<file path="src/rtl/lsu_ctrl_if.sv">
// EX/WB/MEM bundle for lsu_ctrl. The LSU connects to the slave modport.
// The environment (EX, WB and MEM) connects to the master modport.
interface lsu_ctrl_if #(
  parameter int ADDR_W = 20
);
  // Handshakes on both req and resp complete on a rising edge where valid and ready are both high.
  // A sender holds valid and its payload stable until that edge.
  // A receiver may raise or lower ready freely.
  logic              req_valid;
  logic              req_ready;
  logic              req_load;
  logic              req_store;
  logic [2:0]        req_funct3;
  logic [63:0]       req_addr;
  logic [63:0]       req_wdata;
  logic [4:0]        req_rd;

  logic              resp_valid;
  logic              resp_ready;
  logic [63:0]       resp_rdata;
  logic [4:0]        resp_rd;
  logic              resp_wen;
  logic              resp_fault;
  logic [1:0]        resp_cause;

  logic              wen_MEM;
  logic [3:0]        lenoutmem;
  logic              suoutmem;
  logic [ADDR_W-1:0] ain_MEM;
  logic [63:0]       din_MEM;
  logic [63:0]       dout_MEM;

  modport slave (
    input  req_valid, req_load, req_store, req_funct3, req_addr, req_wdata, req_rd,
    output req_ready,
    output resp_valid, resp_rdata, resp_rd, resp_wen, resp_fault, resp_cause,
    input  resp_ready,
    output wen_MEM, lenoutmem, suoutmem, ain_MEM, din_MEM,
    input  dout_MEM
  );

  modport master (
    output req_valid, req_load, req_store, req_funct3, req_addr, req_wdata, req_rd,
    input  req_ready,
    input  resp_valid, resp_rdata, resp_rd, resp_wen, resp_fault, resp_cause,
    output resp_ready,
    input  wen_MEM, lenoutmem, suoutmem, ain_MEM, din_MEM,
    output dout_MEM
  );
endinterface

</file>
<file path="src/rtl/lsu_ctrl.sv">
// Load/store front end: EX request -> one MEM ACCESS cycle -> tagged WB response.
// Define LSU_MISALIGN_TRAP_EN to report misaligned accesses as faults (cause 01).
module lsu_ctrl #(
  parameter int          ADDR_W    = 20,
  parameter logic [63:0] BASE_ADDR = 64'h8000_0000
) (
  input  logic       clk,
  input  logic       rst,
  lsu_ctrl_if.slave  bus,
  output logic [1:0] dbg_state_o
);

  typedef enum logic [1:0] {
    S_IDLE   = 2'd0,
    S_ACCESS = 2'd1,
    S_RESP   = 2'd2
  } state_t;

  state_t state_q, state_d;

  logic [63:0]     off;
  logic [3:0]      size;
  logic [ADDR_W:0] last_byte;
  logic            is_mem;
  logic            illegal;
  logic            misaligned;
  logic            out_of_range;
  logic            fault;
  logic [1:0]      cause;
  logic            accept;

  logic              store_q;
  logic              capture_q;
  logic [3:0]        len_q;
  logic              su_q;
  logic [ADDR_W-1:0] ain_q;
  logic [63:0]       din_q;
  logic [4:0]        rd_q;
  logic              fault_q;
  logic [1:0]        cause_q;
  logic              resp_wen_q;
  logic [63:0]       rdata_q;

  // Request classification is evaluated straight from the EX inputs so the
  // accept edge can pick ACCESS or RESP without an extra cycle.
  always_comb begin
    off          = bus.req_addr - BASE_ADDR;
    size         = 4'd1 << bus.req_funct3[1:0];
    last_byte    = {1'b0, off[ADDR_W-1:0]} + (ADDR_W+1)'(size) - (ADDR_W+1)'(1);
    is_mem       = bus.req_load | bus.req_store;
    illegal      = (bus.req_load & bus.req_store)
                 | (bus.req_store & bus.req_funct3[2])
                 | (bus.req_load & (bus.req_funct3 == 3'b111));
`ifdef LSU_MISALIGN_TRAP_EN
    case (bus.req_funct3[1:0])
      2'd0:    misaligned = 1'b0;
      2'd1:    misaligned = bus.req_addr[0];
      2'd2:    misaligned = |bus.req_addr[1:0];
      default: misaligned = |bus.req_addr[2:0];
    endcase
`else
    misaligned   = 1'b0;
`endif
    out_of_range = (off[63:ADDR_W] != '0) | last_byte[ADDR_W];
    fault        = illegal | (is_mem & (misaligned | out_of_range));
    cause        = 2'b00;
    if (illegal)                      cause = 2'b11;
    else if (is_mem & misaligned)     cause = 2'b01;
    else if (is_mem & out_of_range)   cause = 2'b10;
  end

  assign accept = (state_q == S_IDLE) & bus.req_valid;

  always_comb begin
    state_d = state_q;
    unique case (state_q)
      S_IDLE:   if (bus.req_valid) state_d = (fault | ~is_mem) ? S_RESP : S_ACCESS;
      S_ACCESS: state_d = S_RESP;
      S_RESP:   if (bus.resp_ready) state_d = S_IDLE;
      default:  state_d = S_IDLE;
    endcase
  end

  always_ff @(posedge clk or posedge rst) begin
    if (rst) state_q <= S_IDLE;
    else     state_q <= state_d;
  end

  always_ff @(posedge clk or posedge rst) begin
    if (rst) begin
      store_q    <= 1'b0;
      capture_q  <= 1'b0;
      len_q      <= 4'b0000;
      su_q       <= 1'b0;
      ain_q      <= '0;
      din_q      <= 64'd0;
      rd_q       <= 5'd0;
      fault_q    <= 1'b0;
      cause_q    <= 2'b00;
      resp_wen_q <= 1'b0;
      rdata_q    <= 64'd0;
    end else if (accept) begin
      // Faulted requests never reach MEM, so their store/capture enables are cleared here.
      store_q    <= bus.req_store & ~fault;
      capture_q  <= bus.req_load & ~fault;
      len_q      <= size;
      su_q       <= ~bus.req_funct3[2];
      ain_q      <= off[ADDR_W-1:0];
      din_q      <= bus.req_wdata;
      rd_q       <= bus.req_rd;
      fault_q    <= fault;
      cause_q    <= cause;
      resp_wen_q <= bus.req_load & ~fault & (bus.req_rd != 5'd0);
      rdata_q    <= 64'd0;
    end else if ((state_q == S_ACCESS) && capture_q) begin
      rdata_q    <= bus.dout_MEM;
    end
  end

  // wen_MEM comes straight from the state register, so an async reset kills it at once.
  assign bus.wen_MEM    = (state_q == S_ACCESS) & store_q;
  assign bus.lenoutmem  = len_q;
  assign bus.suoutmem   = su_q;
  assign bus.ain_MEM    = ain_q;
  assign bus.din_MEM    = din_q;

  assign bus.req_ready  = (state_q == S_IDLE);
  assign bus.resp_valid = (state_q == S_RESP);
  assign bus.resp_rdata = rdata_q;
  assign bus.resp_rd    = rd_q;
  assign bus.resp_wen   = resp_wen_q;
  assign bus.resp_fault = fault_q;
  assign bus.resp_cause = cause_q;

  assign dbg_state_o    = state_q;

endmodule
</file>
<file path="src/flat_wrapper.sv">
// flat-port wrapper written by rule: the top's interface ports become plain ports
module lsu_ctrl_flat 
#(
  parameter int          ADDR_W    = 20,
  parameter logic [63:0] BASE_ADDR = 64'h8000_0000
)
  (clk, rst, dbg_state_o, bus_req_valid, bus_req_load, bus_req_store, bus_req_funct3, bus_req_addr, bus_req_wdata, bus_req_rd, bus_req_ready, bus_resp_valid, bus_resp_rdata, bus_resp_rd, bus_resp_wen, bus_resp_fault, bus_resp_cause, bus_resp_ready, bus_wen_MEM, bus_lenoutmem, bus_suoutmem, bus_ain_MEM, bus_din_MEM, bus_dout_MEM);
  lsu_ctrl_if #(.ADDR_W(ADDR_W)) bus_i ();
  input  logic clk;
  input  logic rst;
  output logic [1:0] dbg_state_o;
  input wire logic [$bits(bus_i.req_valid)-1:0] bus_req_valid;
  input wire logic [$bits(bus_i.req_load)-1:0] bus_req_load;
  input wire logic [$bits(bus_i.req_store)-1:0] bus_req_store;
  input wire logic [$bits(bus_i.req_funct3)-1:0] bus_req_funct3;
  input wire logic [$bits(bus_i.req_addr)-1:0] bus_req_addr;
  input wire logic [$bits(bus_i.req_wdata)-1:0] bus_req_wdata;
  input wire logic [$bits(bus_i.req_rd)-1:0] bus_req_rd;
  output wire logic [$bits(bus_i.req_ready)-1:0] bus_req_ready;
  output wire logic [$bits(bus_i.resp_valid)-1:0] bus_resp_valid;
  output wire logic [$bits(bus_i.resp_rdata)-1:0] bus_resp_rdata;
  output wire logic [$bits(bus_i.resp_rd)-1:0] bus_resp_rd;
  output wire logic [$bits(bus_i.resp_wen)-1:0] bus_resp_wen;
  output wire logic [$bits(bus_i.resp_fault)-1:0] bus_resp_fault;
  output wire logic [$bits(bus_i.resp_cause)-1:0] bus_resp_cause;
  input wire logic [$bits(bus_i.resp_ready)-1:0] bus_resp_ready;
  output wire logic [$bits(bus_i.wen_MEM)-1:0] bus_wen_MEM;
  output wire logic [$bits(bus_i.lenoutmem)-1:0] bus_lenoutmem;
  output wire logic [$bits(bus_i.suoutmem)-1:0] bus_suoutmem;
  output wire logic [$bits(bus_i.ain_MEM)-1:0] bus_ain_MEM;
  output wire logic [$bits(bus_i.din_MEM)-1:0] bus_din_MEM;
  input wire logic [$bits(bus_i.dout_MEM)-1:0] bus_dout_MEM;
  assign bus_i.req_valid = bus_req_valid;
  assign bus_i.req_load = bus_req_load;
  assign bus_i.req_store = bus_req_store;
  assign bus_i.req_funct3 = bus_req_funct3;
  assign bus_i.req_addr = bus_req_addr;
  assign bus_i.req_wdata = bus_req_wdata;
  assign bus_i.req_rd = bus_req_rd;
  assign bus_req_ready = bus_i.req_ready;
  assign bus_resp_valid = bus_i.resp_valid;
  assign bus_resp_rdata = bus_i.resp_rdata;
  assign bus_resp_rd = bus_i.resp_rd;
  assign bus_resp_wen = bus_i.resp_wen;
  assign bus_resp_fault = bus_i.resp_fault;
  assign bus_resp_cause = bus_i.resp_cause;
  assign bus_i.resp_ready = bus_resp_ready;
  assign bus_wen_MEM = bus_i.wen_MEM;
  assign bus_lenoutmem = bus_i.lenoutmem;
  assign bus_suoutmem = bus_i.suoutmem;
  assign bus_ain_MEM = bus_i.ain_MEM;
  assign bus_din_MEM = bus_i.din_MEM;
  assign bus_i.dout_MEM = bus_dout_MEM;
  lsu_ctrl #(.ADDR_W(ADDR_W), .BASE_ADDR(BASE_ADDR)) u_core (.clk(clk), .rst(rst), .bus(bus_i), .dbg_state_o(dbg_state_o));
endmodule
</file>
<file path="config.mk">
export PLATFORM = sky130hd
export DESIGN_NAME = lsu_ctrl_flat
export DESIGN_NICKNAME = d
export VERILOG_FILES = /design/src/rtl/lsu_ctrl_if.sv /design/src/rtl/lsu_ctrl.sv /design/src/flat_wrapper.sv
export SDC_FILE = /design/constraint.sdc
export NUM_CORES = 1
export LEC_CHECK = 0
export ABC_AREA = 1
export CAP_MARGIN = 0
export CORE_ASPECT_RATIO = 0.75
export CORE_UTILIZATION = 29
export DETAILED_ROUTE_END_ITERATION = 16
export GPL_ROUTABILITY_DRIVEN = 0
export HOLD_SLACK_MARGIN = 0.12
export PLACE_DENSITY = 0.65
export SYNTH_ARGS = -nofsm -noshare
export SYNTH_HDL_FRONTEND = slang
export SYNTH_SLANG_ARGS = --single-unit
</file>
<file path="constraint.sdc">
create_clock -name clk -period 8.1 [get_ports clk]
set_input_delay 1.62 -clock clk [delete_from_list [all_inputs] [get_ports clk]]
set_output_delay 1.62 -clock clk [all_outputs]
set_load 0.03 [all_outputs]
</file>
Word level (Yosys, flattened, before mapping):

Cells that the tools add are included.

* register bits after elaboration: 166
* latch bits: 0
* RAM bits: 0
* ROM bits: 0
* input bits: 206
* memories kept: 0

* add/subtract/negate cells: 3
* $mul: 0
* div/mod/pow operators: 0
* magnitude comparators: 0
* eq/ne operators: 5
* shift-type cells: 1
* muxes and demuxes: 8
* bitwise logic cells: 18
* reductions and logical operators: 6

Operator list (count)
* 2-to-1 mux 64 bit: 2
* subtractor 64 x 32 -> 64 bit (second input constant): 1
* nonzero test 44 bit: 1
* adder 20 x 4 -> 21 bit: 1
* subtractor 21 x 1 -> 21 bit (second input constant): 1
* 2-to-1 mux 2 bit: 5
* AND 1 bit: 9
* bitwise OR 1 bit: 6
* case mux 2 bit (3 select lines): 1
* nonzero test 5 bit: 1
* left shift 1 x 2 -> 4 bit (first input constant): 1
* == test 3 bit (second input constant): 1
* NOT 1 bit: 3
* == test 2 x 1 -> 1 bit (second input constant): 1
* == test 2 bit (second input constant): 1
* zero test 2 bit: 1
* inequality test 2 x 1 -> 1 bit (second input constant): 1
* inequality test 2 bit (second input constant): 1
* AND reduction 2 bit: 1
* nonzero test 2 bit: 1
* logical AND 1 bit: 1

Logic depth before layout (Yosys ltp):

* depth after elaboration: 10
* gate-level depth with buffers: 17
* gate-level depth less buffers: 17

Worst setup path before layout:

No wires, ideal clock.

* kind: input-to-reg
* start: in bus_req_addr[31]
* end: reg u_core.state_q[1] (netlist: u_core.dbg_state_o[1])
* setup time: 0.117 ns
* data arrival time: 3.086 ns
* data required time: 7.983 ns
* setup slack: 4.897 ns
* stages on the path: 13
* path buffers: 0
* path through: inv_2 > ha_1 > nand3_4 > nor2_2 > nand2_2 > nor2_4 > xor2_2 > nor3b_1 > nand2_1 > nor2_1 > nand3_1 > nand2_1 > nand2_1

* cells in the longest elaborated chain, start to end: 9

RTL lines
* from (decl): line flat_wrapper.sv:16 `input wire logic [$bits(bus_i.req_addr)-1:0] bus_req_addr;`
* subtractor 64 x 32 -> 64 bit: line lsu_ctrl.sv:47 `off = bus.req_addr - BASE_ADDR;`
* nonzero test 44 bit: line lsu_ctrl.sv:64 `out_of_range = (off[63:ADDR_W] != '0) | last_byte[ADDR_W];`
* bitwise OR 1 bit: line lsu_ctrl.sv:64
* AND 1 bit: line lsu_ctrl.sv:65 `fault = illegal | (is_mem & (misaligned | out_of_range));`
* bitwise OR 1 bit: line lsu_ctrl.sv:65
* bitwise OR 1 bit: line lsu_ctrl.sv:77 `S_IDLE: if (bus.req_valid) state_d = (fault | ~is_mem) ? S_RESP : S_ACCESS;`
* 2-to-1 mux 2 bit (2 in series): line lsu_ctrl.sv:77
* case mux 2 bit (3 select lines): line lsu_ctrl.sv:76 `unique case (state_q)`
* to (signal assigned): line lsu_ctrl.sv:86 `else state_q <= state_d;`
* to (decl): line lsu_ctrl.sv:19 `state_t state_q, state_d;`

No other way between the ends. The select of a mux whose other input is x is not followed.
A chain may end at the register's enable or synchronous reset.

Worst setup path in the final report:

Same ends and word-level chain as after synthesis.

==> flow_metrics.env <==
export IMPL_hold_violations=0
export IMPL_drc=0
export IMPL_initial_utilization=0.298
export IMPL_cts_hold_fix_buffers=0
export IMPL_synth_area_sq_mm=0.00845
export IMPL_holdWs_ns=0.475
export IMPL_synth_fp_nets=1342
export IMPL_grt_overflow_total=0
export IMPL_synth_top_area_cell="dfrtp_1"
export IMPL_clkPwrFrac=0.330
export IMPL_cts_tree="yes"
export IMPL_finalSetupViolCount=0
export IMPL_endpoint_kind="flop"
export IMPL_finalWorstSetupSlack_ns=4.47
export IMPL_cts_resized_gates=0
export IMPL_cp_start_kind="input port"
export IMPL_clock_sinks=165
export IMPL_dr_pass1_iters=5
export IMPL_sw_frac_of_total=0.321
export IMPL_dp_hpwl_microns=21800
export IMPL_placedCellCount=1833
export IMPL_syn_area_per_cell_sq_um=7.59
export IMPL_syn_to_final_growth_pct=55.8
export IMPL_die_h_microns=150
export IMPL_fillers=2771
export IMPL_fin_crit_ns=3.63
export IMPL_antenna_found_initial=3
export IMPL_rsz0062_at_grt="no"
export IMPL_cap_violations=0
export IMPL_worstPathMaxFanout=5
export IMPL_post_cts_buffers=0
export IMPL_finalMaxSlewViolations=0
export IMPL_final_nets=1695
export IMPL_clock_latency_ns=0.44
export IMPL_fp_dieW_microns=199
export IMPL_cts_root_buf="clkbuf_16"
export IMPL_grt_max_degree=129
export IMPL_fin_cells=1865
export IMPL_post_synth_inst_count=1114
export IMPL_drive_above_1_share=0.0480
export IMPL_viasPerCell=4.49
export IMPL_p_leak_nw=6.28
export IMPL_pwr_share_seq=0.375
export IMPL_cts_htree_levels=4
export IMPL_ioPinCount=373
export IMPL_clock_skew_ns=0.0155
export IMPL_crit_arrival_ns=3.95
export IMPL_worst_pin_slew_ns=1.11
export IMPL_utilization=0.465
export IMPL_core_sq_mm=0.0283
export IMPL_critPathRequiredTime_ns=8.42
export IMPL_wl_per_cell_microns=15.5
export IMPL_yosys_warnings=0
export IMPL_cts_clk_slew_worst_paths_ns=0.06
export IMPL_dieArea_sq_mm=0.0298
export IMPL_grt_pass1_wl_microns=43500
export IMPL_pre_cts_slack_ns=4.05
export IMPL_outcome="complete, no violations"
export IMPL_fmax_mhz=276
export IMPL_ant_nets=0
export IMPL_ys_ff_latch=165
export IMPL_crit_type="in2reg"
export IMPL_synth_top_area_share=0.489
export IMPL_p_int_mw=1.77
export IMPL_ys_types=32
export IMPL_via_count=8367
export IMPL_fin_tns_setup_ns=0
export IMPL_rows=53
export IMPL_grt_pass1_vias=8042
export IMPL_seq_area_frac_synth=0.489
export IMPL_ir_worst_vdd_v=0.000145
export IMPL_synthTopCellsByArea="dfrtp_1 49%, nand2_1 16%, inv_1 6.0%, o21ai_0 5.8%, nand3_1 5.5%"
export IMPL_track_usage=0.191
export IMPL_p_comb_frac=0.296
export IMPL_routed_wl_microns=28900
export IMPL_initialDrtViolationCount=466
export IMPL_cts_buffer_depth=2
export IMPL_max_slew_margin=0.258
export IMPL_port_buffers=372
export IMPL_cts_made_buffers=17
export IMPL_switchingPower_mw=0.836
export IMPL_power_density_mw_per_mm2=198
export IMPL_min_delay_path_class="reg2reg"
export IMPL_finalCritPeriodShare=0.448
sequential cells by signal (all words and copies together) (netlist names):
| signal | count |
|---|---|
| u_core.bus.din_MEM | 64 |
| u_core.bus.resp_rdata | 64 |
| u_core.bus.ain_MEM | 20 |
| u_core.bus.resp_rd | 5 |
| u_core.bus.lenoutmem | 4 |
| u_core.bus.resp_cause | 2 |
| u_core.dbg_state_o | 2 |
| u_core.bus.resp_wen | 1 |
| u_core.bus.suoutmem | 1 |
| u_core.capture_q | 1 |
| u_core.store_q | 1 |
cells in the mapped netlist:
library cell	number
a21oi_1	12
buf_1	5
buf_4	1
clkbuf_1	37
clkinv_1	1
dfrtp_1	165
ha_1	22
inv_1	134
inv_2	4
nand2_1	365
nand2_2	4
nand2_4	3
nand3_1	93
nand3_4	1
nand3b_1	6
nand4_1	13
nor2_1	103
nor2_2	12
nor2_4	6
nor2_8	3
nor3_1	8
nor3b_1	2
o21a_1	2
o21ai_0	98
o21ai_1	3
o21ai_2	2
o22ai_1	1
o31ai_1	1
or2_2	1
xnor2_1	2
xor2_1	3
xor2_2	1
cell families after synthesis:
family	after synthesis	synth area share
flip-flops	165	0.489
AND/OR/NAND/NOR	620	0.318
XOR/XNOR	6	0.00711
adder cells (fa/ha/maj)	22	0.0326
buffers and inverters	182	0.0813
AO/OA/AOI/OAI	119	0.0724
cells in the final DEF (no fill, tap or decap), drive strengths merged:
cell type	instances
o21a	2
bufinv	4
ha	22
nand3	94
nand3b	6
dfrtp	165
clkbuf	22
xnor2	2
clkinv	3
clkdlybuf4s50	372
inv	139
buf	5
o22ai	1
o21ai	103
nand2	372
nor3	8
nor3b	2
or2	1
xor2	4
diode	2
clkinvlp	1
a21oi	12
o31ai	1
nand4	13
nor2	124
path summary, 6_finish.rpt:
check,cells after the start,endpoint,slack [ns],from
worst max-delay path,14,u_core.dbg_state_o[1],4.47,bus_req_addr[31]
worst max register to register,5,u_core.bus.resp_rdata[53],5.80,u_core.dbg_state_o[0]
min in group asynchronous,2,u_core.bus.resp_rdata[42],1.72,rst
worst min register to register,2,u_core.bus.din_MEM[32],0.48,u_core.bus.din_MEM[32]
max in group asynchronous,3,u_core.bus.din_MEM[55],4.81,rst
worst min-delay path,2,u_core.bus.din_MEM[32],0.48,u_core.bus.din_MEM[32]
per-stage QoR:
stage	power, mW	cell area [sq um]
after floorplan	1.37	8450
after global placement	1.76	12600
after detailed placement	1.77	12600
after CTS	2.64	13200
after global routing	2.73	13200
final	2.61	13200
layer usage:
layer / share of wire / GRT usage / up-vias / wire length, microns
met3: 0.099 / 0.0741 / 44 / 2870
met2: 0.45 / 0.297 / 314 / 12900
li1: - / - / 4186 / -
met5: 0 / 0 / - / 0
met4: 0.026 / 0.0646 / 0 / 746
met1: 0.43 / 0.239 / 3823 / 12400
layout make-up:
| type | count | area, sq um | area share |
|---|---|---|---|
| antenna | 2 | 5.00 | 0.000380 |
| clock buffer | 22 | 454 | 0.0345 |
| clock inverter | 8 | 150 | 0.0114 |
| inverter | 139 | 527 | 0.0400 |
| multi-input combinational | 767 | 3660 | 0.278 |
| sequential | 165 | 4130 | 0.314 |
| tap | 385 | 482 | 0.0366 |
| timing repair buffer | 377 | 3760 | 0.286 |
power by group through the flow:
stage	registers [mW]	clock network, mW	logic (mW)
6_report	0.976	0.859	0.771
3_3_place_gp	0.988	0	0.772
3_5_place_dp	0.989	0	0.777
2_1_floorplan	1.19	0	0.189
5_1_grt	0.987	0.917	0.827
4_1_cts	0.976	0.886	0.780
worst max-delay path, stage by stage:
cell and delay [ns]:
clkdlybuf4s50_1 0.47, inv_2 0.15, ha_1 0.28, nand3_4 0.15
nor2_4 0.18, nand2_1 0.11, o21ai_1 0.25, nand3_1 0.12
nor3b_1 0.21, nand2_1 0.07, nor2_1 0.09, nand3_1 0.10
nand2_1 0.08, nand2_1 0.05
Power figures use the tool's default switching activity.
==> RTL change, RTL diff (config.mk and constraints unchanged) <==
`ADDR_W` is set to 20 in 3 places; all go to 10.
--- a/src/rtl/lsu_ctrl_if.sv
+++ b/src/rtl/lsu_ctrl_if.sv
@@ -1,7 +1,7 @@
 // EX/WB/MEM bundle for lsu_ctrl. The LSU connects to the slave modport.
 // The environment (EX, WB and MEM) connects to the master modport.
 interface lsu_ctrl_if #(
-  parameter int ADDR_W = 20
+  parameter int ADDR_W = 10
 );
   // Handshakes on both req and resp complete on a rising edge where valid and ready are both high.
   // A sender holds valid and its payload stable until that edge.
--- a/src/rtl/lsu_ctrl.sv
+++ b/src/rtl/lsu_ctrl.sv
@@ -1,7 +1,7 @@
 // Load/store front end: EX request -> one MEM ACCESS cycle -> tagged WB response.
 // Define LSU_MISALIGN_TRAP_EN to report misaligned accesses as faults (cause 01).
 module lsu_ctrl #(
-  parameter int          ADDR_W    = 20,
+  parameter int          ADDR_W    = 10,
   parameter logic [63:0] BASE_ADDR = 64'h8000_0000
 ) (
   input  logic       clk,
--- a/src/flat_wrapper.sv
+++ b/src/flat_wrapper.sv
@@ -1,7 +1,7 @@
 // flat-port wrapper written by rule: the top's interface ports become plain ports
 module lsu_ctrl_flat 
 #(
-  parameter int          ADDR_W    = 20,
+  parameter int          ADDR_W    = 10,
   parameter logic [63:0] BASE_ADDR = 64'h8000_0000
 )
   (clk, rst, dbg_state_o, bus_req_valid, bus_req_load, bus_req_store, bus_req_funct3, bus_req_addr, bus_req_wdata, bus_req_rd, bus_req_ready, bus_resp_valid, bus_resp_rdata, bus_resp_rd, bus_resp_wen, bus_resp_fault, bus_resp_cause, bus_resp_ready, bus_wen_MEM, bus_lenoutmem, bus_suoutmem, bus_ain_MEM, bus_din_MEM, bus_dout_MEM);
Interface: changed (resized bus_ain_MEM); port bits go from 373 to 363. The function was not compared with the original's and may differ.
==> RTL change against the unedited design <==
Routed wire length down 12%; setup slack better by 0.061 ns; design area down 9.1%; largest power group unchanged; sequential cell count down 10; total power down 7.4%; sequential share of layout area up 1.0 points; critical endpoint is now u_core.bus.resp_wen; sequential power down 6.5%; synthesized area down 12%; critical path type unchanged; largest cell class unchanged.
==> RTL change: results (changes against the unedited design) <==
set qor(finalNonFillerCells) 1671 ;# was 1865
set qor(grt_met3_usage_pct) 5.61 ;# was 7.41%
set qor(grt_antenna_before_repair) 2 ;# was 3
set qor(timing.critical_path.to) {u_core.bus.resp_wen} ;# was u_core.dbg_state_o[1]
set qor(routed_wl_um) 25500 ;# was 28900 µm
set qor(compound_gate_portion_of_the_synthesized_area_pct) 6.86 ;# was 7.24%
set qor(route.detailed.vias_per_inst) 4.40 ;# was 4.49
set qor(largest_net_degree_at_the_start_of_global_routing) 111 ;# was 129
set qor(wl_met1_um) 11400 ;# was 12400 µm
set qor(pre_cts_setup_slack_ns) 4.10 ;# was 4.05 ns
set qor(timing.critical_path.from) {bus_req_funct3[0]} ;# was bus_req_addr[31]
set qor(clk-power_uw) 816 ;# was 859 µW
set qor(grt.met2_usage_pct) 31.1 ;# was 29.7%
set qor(synth_xor_xnor_area_share_pct) 0.354 ;# was 0.711%
set qor(synth.distinct_cells) 26 ;# was 32
set qor(synth.avg_cell_area_um2) 7.63 ;# was 7.59 µm²
set qor(synth-adder-area-share_pct) 2.02 ;# was 3.26%
set qor(final.setup.worst_slack_ns) 4.53 ;# was 4.47 ns
set qor(placed_cells) 1638 ;# was 1833
set qor(yosys-top-cells-area) {dfrtp_1 52%, nand2_1 17%, inv_1 6.4%} ;# was dfrtp_1 49%, nand2_1 16%, inv_1 6.0%
set qor(post-dp-hpwl_um) 19000 ;# was 21800 µm
set qor(cp_max_fo) 3 ;# was 5
set qor(aggregate_global_route_resource_usage_pct) 19.4 ;# was 19.1%
set qor(synthesis.nets) 1191 ;# was 1342
set qor(vias_in_the_first_global_route) 6877 ;# was 8042
set qor(met2_wirelength_um) 12000 ;# was 12900 µm
set qor(p_leak_uw) 0.00569 ;# was 0.00628 µW
set qor(finalHoldWorstSlack_ns) 0.475 ;# about the same
set qor(irDropWorstVdd_uv) 147 ;# was 145 µV
set qor(critPathArrivalTime_ns) 3.93 ;# was 3.95 ns
set qor(worst_pin_slew_ns) 1.03 ;# was 1.11 ns
set qor(yosys-top-cells-count) {330 x nand2_1, 155 x dfrtp_1, 126 x inv_1} ;# was 365 x nand2_1, 165 x dfrtp_1, 134 x inv_1
set qor(layout.nets) 1537 ;# was 1695
set qor(placement.io_buffers) 362 ;# was 372
set qor(status) {finished, final reports clean} ;# unchanged
set qor(min_delay_worst_endpoint) {u_core.bus.din_MEM[52]} ;# was u_core.bus.din_MEM[32]
set qor(final.setup_skew_ns) 0.0123 ;# was 0.0155 ns
set qor(drt_first_iter_violations) 445 ;# was 466
set qor(drive_gt1_share_pct) 4.65 ;# was 4.80%
set qor(min_from) {u_core.bus.din_MEM[52]} ;# was u_core.bus.din_MEM[32]
set qor(regToRegEndpoint) {u_core.bus.resp_rdata[50]} ;# was u_core.bus.resp_rdata[53]
set qor(placement.cell_area_um2) 11400 ;# was 12600 µm²
set qor(total_switching_power_uw) 792 ;# was 836 µW
## RTL change: changes by cell type in the layout (fill, tap and decap cells not counted), sizes merged, moves of 3 or more
| cell | change |
|---|---|
| nand2 | -37 |
| nor2 | -26 |
| clkdlybuf4s50 | -10 |
| dfrtp | -10 |
| ha | -10 |
| o21ai | -10 |
| nand3 | -8 |
| nor3 | -8 |
| a21oi | -6 |
| inv | -5 |
| nand4 | -5 |
| clkbuf | -3 |
| nand3b | -3 |
## RTL change: final cells by class
| class | instances | area (µm²) | area share, % |
|---|---|---|---|
| Antenna cell | 1 | 2.50 | 0.0209 |
| Clock buffer | 19 | 433 | 3.62 |
| Clock inverter | 13 | 156 | 1.31 |
| Tap cell | 338 | 423 | 3.53 |
| Multi-Input combinational cell | 650 | 2930 | 24.5 |
| Inverter | 128 | 485 | 4.06 |
| Timing Repair Buffer | 367 | 3660 | 30.6 |
| Sequential cell | 155 | 3880 | 32.4 |
